===== src/rtl/mopshub_can_tx_scheduler_pkg.sv =====
// Shared types for the MOPSHUB downlink CAN transmit scheduler.
package mopshub_sched_pkg;

  localparam int FRAME_W = 76;
  localparam int BUS_W   = 5;

  typedef enum logic [1:0] {IDLE, LOAD, START, WAIT} sched_state_t;

  typedef struct packed {
    logic [BUS_W-1:0]   bus;
    logic [FRAME_W-1:0] frame;
  } sched_entry_t;

  // A bus is usable only if it lies within the populated range and is enabled.
  function automatic logic bus_usable(input logic [BUS_W-1:0]        bus,
                                      input logic [BUS_W-1:0]        n_buses,
                                      input logic [(1<<BUS_W)-1:0]   bus_en);
    return (bus <= n_buses) && bus_en[bus];
  endfunction

endpackage


===== src/rtl/mopshub_frame_fifo.sv =====
// Synchronous FIFO of scheduler entries with a first-word-fall-through read port.
module mopshub_frame_fifo
  import mopshub_sched_pkg::*;
#(
  parameter int DEPTH = 8
) (
  input  logic                     clk_40_m,
  input  logic                     rst,
  input  logic                     push,
  input  sched_entry_t             wr_entry,
  input  logic                     pop,
  output sched_entry_t             rd_entry,
  output logic                     full,
  output logic                     empty,
  output logic [$clog2(DEPTH):0]   level
);

  localparam int AW = $clog2(DEPTH);

  sched_entry_t  mem [DEPTH];
  logic [AW-1:0] wr_ptr;
  logic [AW-1:0] rd_ptr;
  logic          do_push;
  logic          do_pop;

  assign full     = (level == (AW+1)'(DEPTH));
  assign empty    = (level == '0);
  assign do_push  = push && !full;
  assign do_pop   = pop && !empty;
  assign rd_entry = mem[rd_ptr];

  always_ff @(posedge clk_40_m) begin
    if (!rst) begin
      wr_ptr <= '0;
      rd_ptr <= '0;
      level  <= '0;
    end else begin
      if (do_push) wr_ptr <= wr_ptr + AW'(1);
      if (do_pop)  rd_ptr <= rd_ptr + AW'(1);
      if (do_push && !do_pop)      level <= level + (AW+1)'(1);
      else if (do_pop && !do_push) level <= level - (AW+1)'(1);
    end
  end

  always_ff @(posedge clk_40_m) begin
    if (do_push) mem[wr_ptr] <= wr_entry;
  end

endmodule


===== src/rtl/mopshub_can_tx_scheduler.sv =====
// Downlink scheduler: queues frames, drives the shared CAN core one frame at a time.
// IDLE: wait for a frame | LOAD: pop and validate | START: pulse tra_start | WAIT: await tra_done or timeout
module mopshub_can_tx_scheduler
  import mopshub_sched_pkg::*;
#(
  parameter int DEPTH       = 8,
  parameter int TIMEOUT_CYC = 40000,
  parameter int MAX_RETRY   = 2
) (
  input  logic                clk_40_m,
  input  logic                rst,
  input  logic [BUS_W-1:0]    n_buses,
  input  logic [31:0]         bus_en,
  input  logic                in_valid,
  output logic                in_ready,
  input  logic [BUS_W-1:0]    in_bus,
  input  logic [FRAME_W-1:0]  in_data,
  output logic [BUS_W-1:0]    can_tra_select,
  output logic [FRAME_W-1:0]  data_tra_downlink,
  output logic                tra_start,
  input  logic                tra_done,
  output logic                irq_tra_ok,
  output logic                irq_tra_timeout,
  output logic                irq_drop,
  output logic [7:0]          drop_cnt,
  output logic [3:0]          fifo_level,
  output logic                busy
);

  localparam int TW = (TIMEOUT_CYC > 1) ? $clog2(TIMEOUT_CYC) : 1;
  localparam int RW = (MAX_RETRY > 0) ? $clog2(MAX_RETRY + 1) : 1;
  localparam int LW = $clog2(DEPTH) + 1;

  sched_state_t  state, state_nxt;
  sched_entry_t  head, in_entry;
  logic          push, pop, full, empty;
  logic [LW-1:0] level;
  logic [TW-1:0] tmo_cnt;
  logic [RW-1:0] retry;
  logic          ev_load, ev_drop, ev_ok, ev_retry, ev_abandon;

  assign in_ready   = rst && !full;
  assign push       = in_valid && in_ready;
  assign in_entry   = '{bus: in_bus, frame: in_data};
  assign fifo_level = 4'(level);
  assign busy       = (state != IDLE);
  assign tra_start  = (state == START);

  mopshub_frame_fifo #(.DEPTH(DEPTH)) u_fifo (
    .clk_40_m (clk_40_m),
    .rst      (rst),
    .push     (push),
    .wr_entry (in_entry),
    .pop      (pop),
    .rd_entry (head),
    .full     (full),
    .empty    (empty),
    .level    (level)
  );

  // Looking at push as well as !empty lets a frame into an idle FIFO reach LOAD one cycle later.
  always_comb begin
    state_nxt  = state;
    pop        = 1'b0;
    ev_load    = 1'b0;
    ev_drop    = 1'b0;
    ev_ok      = 1'b0;
    ev_retry   = 1'b0;
    ev_abandon = 1'b0;
    unique case (state)
      IDLE:  if (!empty || push) state_nxt = LOAD;
      LOAD: begin
        pop = 1'b1;
        if (bus_usable(head.bus, n_buses, bus_en)) begin
          ev_load   = 1'b1;
          state_nxt = START;
        end else begin
          ev_drop   = 1'b1;
          state_nxt = IDLE;
        end
      end
      START: state_nxt = WAIT;
      WAIT: begin
        if (tra_done) begin
          ev_ok     = 1'b1;
          state_nxt = IDLE;
        end else if (tmo_cnt == '0) begin
          if (retry < RW'(MAX_RETRY)) begin
            ev_retry  = 1'b1;
            state_nxt = START;
          end else begin
            ev_abandon = 1'b1;
            state_nxt  = IDLE;
          end
        end
      end
      default: state_nxt = IDLE;
    endcase
  end

  always_ff @(posedge clk_40_m) begin
    if (!rst) begin
      state             <= IDLE;
      can_tra_select    <= '0;
      data_tra_downlink <= '0;
      tmo_cnt           <= '0;
      retry             <= '0;
      irq_tra_ok        <= 1'b0;
      irq_tra_timeout   <= 1'b0;
      irq_drop          <= 1'b0;
      drop_cnt          <= '0;
    end else begin
      state           <= state_nxt;
      irq_tra_ok      <= ev_ok;
      irq_tra_timeout <= ev_abandon;
      irq_drop        <= ev_drop;
      if (ev_load) begin
        can_tra_select    <= head.bus;
        data_tra_downlink <= head.frame;
        retry             <= '0;
      end
      if (ev_retry) retry <= retry + RW'(1);
      // Down-counter: terminal count of zero marks TIMEOUT_CYC cycles spent in WAIT.
      if (tra_start)                          tmo_cnt <= TW'(TIMEOUT_CYC - 1);
      else if (state == WAIT && tmo_cnt != '0) tmo_cnt <= tmo_cnt - TW'(1);
      if ((ev_drop || ev_abandon) && drop_cnt != 8'hFF) drop_cnt <= drop_cnt + 8'd1;
    end
  end

endmodule


===== config.mk =====
export PLATFORM = sky130hd
export DESIGN_NAME = mopshub_can_tx_scheduler
export DESIGN_NICKNAME = d
export VERILOG_FILES = /design/src/rtl/mopshub_can_tx_scheduler_pkg.sv /design/src/rtl/mopshub_frame_fifo.sv /design/src/rtl/mopshub_can_tx_scheduler.sv
export SDC_FILE = /design/constraint.sdc
export NUM_CORES = 1
export LEC_CHECK = 0
export ABC_AREA = 1
export CAP_MARGIN = 20
export CORE_MARGIN = 3
export CORE_UTILIZATION = 40
export CTS_BUF_LIST = sky130_fd_sc_hd__clkbuf_2 sky130_fd_sc_hd__clkbuf_4 sky130_fd_sc_hd__clkbuf_8
export CTS_CLUSTER_SIZE = 8
export DETAILED_ROUTE_END_ITERATION = 10
export PLACE_DENSITY = 0.68
export REMOVE_ABC_BUFFERS = 1
export SLEW_MARGIN = 20
export SYNTH_ARGS = -nofsm -noshare
export SYNTH_HDL_FRONTEND = slang
export SYNTH_SLANG_ARGS = --single-unit

===== constraint.sdc =====
create_clock -name clk_40_m -period 14.3 [get_ports clk_40_m]
set_input_delay 2.86 -clock clk_40_m [delete_from_list [all_inputs] [get_ports clk_40_m]]
set_output_delay 2.86 -clock clk_40_m [all_outputs]
set_load 0.01 [all_outputs]

==> summary.txt <==
EDFF count, synth -> 648
Clock Path Buffers -> 3
Max-slew headroom -> 0.222
CTS buffer count -> 131
post-place instance area -> 33300 sq um
GRT Residual Overflow -> 0
DR vias -> 20523
I/O Buffers -> 220
unrepaired setup endpoints after global routing -> no
DR iter-0 viols -> 1446
Hold Path Class -> flip-flop to flip-flop
Die Span Y -> 282 um
Worst EP required -> 11.44 ns
initial antenna violation count -> 10
Worst Max-Slew Pin Slew -> 1.17 ns
setup violators final -> 0
crit path cell chain -> clkdlybuf4s50_1 > inv_4 > a31oi_1 > clkdlybuf4s50_1
ys flop type -> edfxtp_1
Arr. time, crit path -> 5.28 ns
CP startpoint -> rst
Final Hold Fails -> 0
Tot GR Track Use -> 0.188
status -> finished, final reports clean
sequential cell area -> 22000 sq um
CTS Sinks -> 773
maximum vdd drop -> 0.232 mV
Synth async-reset ratio -> 0
Root Buffer -> clkbuf_8
Worst path top cell family by delay -> buffers and inverters
number of global-route vias before repair -> 20765
post-route ant nets -> 0
CTS tree -> done
vias per cell -> 5.39
Starting Density -> 0.406
filler instances -> 6492
Slew Limit Fails -> 0
core box area -> 74800 sq um
largest net degree at the start of global routing -> 192
Post-Syn Area -> 30400 sq um
distinct cell type count after synthesis -> 38
largest driver fanout on the critical path -> 43
cells after synthesis -> 2521
Buf/Inv on CP -> 3
share of cells above drive strength 1 -> 0.0950
minimum clock period -> 8.14 ns
Layout Nets -> 2866
Die Width -> 282 um
overall die area -> 79300 sq um
YS warnings -> 0
Mean Syn Cell Area -> 12.0 sq um
clock slew at reported path FFs -> 0.05 ns
most common cell after layout, fill and taps aside -> edfxtp_1
post-synthesis sequential area ratio -> 0.723
CP peak stage delay -> 1.06 ns
pre-CTS WS -> 6.14 ns
Highest Clock Rate -> 0.123 GHz
Clock Latency Late Sink -> 0.78 ns
kind of critical path -> input pin to output pin
GPL Wtd Cong -> 0.791
global-route wire length before repair -> 115000 um
CTS Hold Bufs -> 0
Design Area, Final -> 35900 sq um
final worst slack -> 6.16 ns
post-route core utilization -> 0.480
Cell Rows -> 100
DRC viols -> 0
most frequent cells in the layout -> 648 x edfxtp_1, 432 x nand2_1, 265 x o21ai_0
Max Cap Violations -> 0
CP max stage cell -> clkdlybuf4s50_1
Fin Clk Skew -> 0.0506 ns
total power -> 6.81 mW
final wirelength -> 75600 um
Ports -> 221
detailed placer's ending HPWL -> 41400 um
PD cells -> 190 nW/um^2
Avg WL per Cell -> 19.9 um
DRT Pass-1 Iters -> 5
number of synthesized register bits -> 773
multi-input logic area -> 7450 sq um
crit end category -> output pin
min-delay src -> u_fifo.rd_ptr[2]
Area Overhead vs Synth -> 18.3%
setup tns final -> 0 ns
Leak -> 12.3 nW
Final Cycle Share -> 0.569
Worst setup SP type -> input pin
# H-tree levels -> 4
most used cell, CP -> clkdlybuf4s50_1
cts repair resizes -> 0
setup bufs post-CTS -> 0
-- kinds of logic after synthesis --
| group | count (synthesis) | share of synthesized area |
|---|---|---|
| flip-flops | 773 | 0.723 |
| buffers and inverters | 240 | 0.0340 |
| AND/OR/NAND/NOR | 862 | 0.115 |
| adder cells (fa/ha/maj) | 13 | 0.00560 |
| AO/OA/AOI/OAI | 630 | 0.121 |
| XOR/XNOR | 3 | 0.000865 |
-- sequential cells by signal (all words and copies together), names as in the netlist, named ones only --
signal,count
u_fifo.mem,648
data_tra_downlink,76
tmo_cnt,16
drop_cnt,8
can_tra_select,5
u_fifo.level,4
u_fifo.rd_ptr,3
u_fifo.wr_ptr,3
retry,2
state,2
irq_drop,1
irq_tra_ok,1
irq_tra_timeout,1
-- stage by stage --
step | hold WS [ns] | cells
after floorplan | 0.433 | 2355
after CTS | 0.461 | 3799
final | 0.458 | 3806
after detailed placement | 0.452 | 3566
after global routing | 0.473 | 3803
after global placement | 0.447 | 3566
-- layer usage --
layer | part of all wire | vias up | global-route usage
met4 | 0.020 | 10 | 0.0644
li1 | - | 9613 | -
met2 | 0.50 | 659 | 0.322
met3 | 0.069 | 132 | 0.0497
met1 | 0.41 | 10109 | 0.233
met5 | 0.00082 | - | 0
-- worst paths after layout --
path	endpoint	slack, ns	cells past startpoint
hold / removal	u_fifo.rd_ptr[2]	0.46	2
hold reg to reg	u_fifo.rd_ptr[2]	0.46	2
setup reg to reg	data_tra_downlink[20]	9.45	16
setup / recovery	in_ready	6.16	4
-- final cells by class --
class | instances | share of cell area
well taps | 969 | 0.0338
multi-input cells | 1508 | 0.207
flip-flops and latches | 773 | 0.612
clock inverters | 39 | 0.00686
inverters | 74 | 0.00825
clock buffers | 194 | 0.0649
diodes | 6 | 0.000418
repair buffers | 243 | 0.0669
-- worst register-to-register path, delay by kind of cell (launching register included) --
kind / cells / cell delay, ns
DFF: 1 / 0.47
buffers and inverters: 4 / 2.28
AOI/OAI and AO/OA: 1 / 0.22
and+or+nand+nor: 11 / 1.81
-- Yosys cell counts, types with 10 or more instances --
| cell type | count | area share |
|---|---|---|
| nor2_1 | 248 | 0.031 |
| o22ai_1 | 81 | 0.017 |
| nand3_1 | 157 | 0.026 |
| edfxtp_1 | 648 | 0.64 |
| buf_6 | 10 | 0.0037 |
| o21ai_1 | 12 | 0.0020 |
| dfxtp_1 | 125 | 0.082 |
| buf_2 | 35 | 0.0058 |
| a32o_1 | 66 | 0.022 |
| ha_1 | 12 | 0.0049 |
| a21oi_1 | 175 | 0.029 |
| inv_1 | 68 | 0.0084 |
| o221ai_1 | 11 | 0.0032 |
| clkbuf_1 | 111 | 0.014 |
| o21ai_0 | 265 | 0.044 |
| nand2_1 | 432 | 0.053 |
| o21a_1 | 10 | 0.0025 |
-- where the power goes --
part / total (mW) / switching, mW / leakage, nW / internal (mW)
Clock: 1.93 / 0.873 / 1.37 / 1.05
Combinational: 2.18 / 1.43 / 4.10 / 0.751
Sequential: 2.70 / 0.101 / 6.87 / 2.60
Total: 6.81 / 2.40 / 12.3 / 4.41
Note: power is estimated with default switching activity, not from simulation.
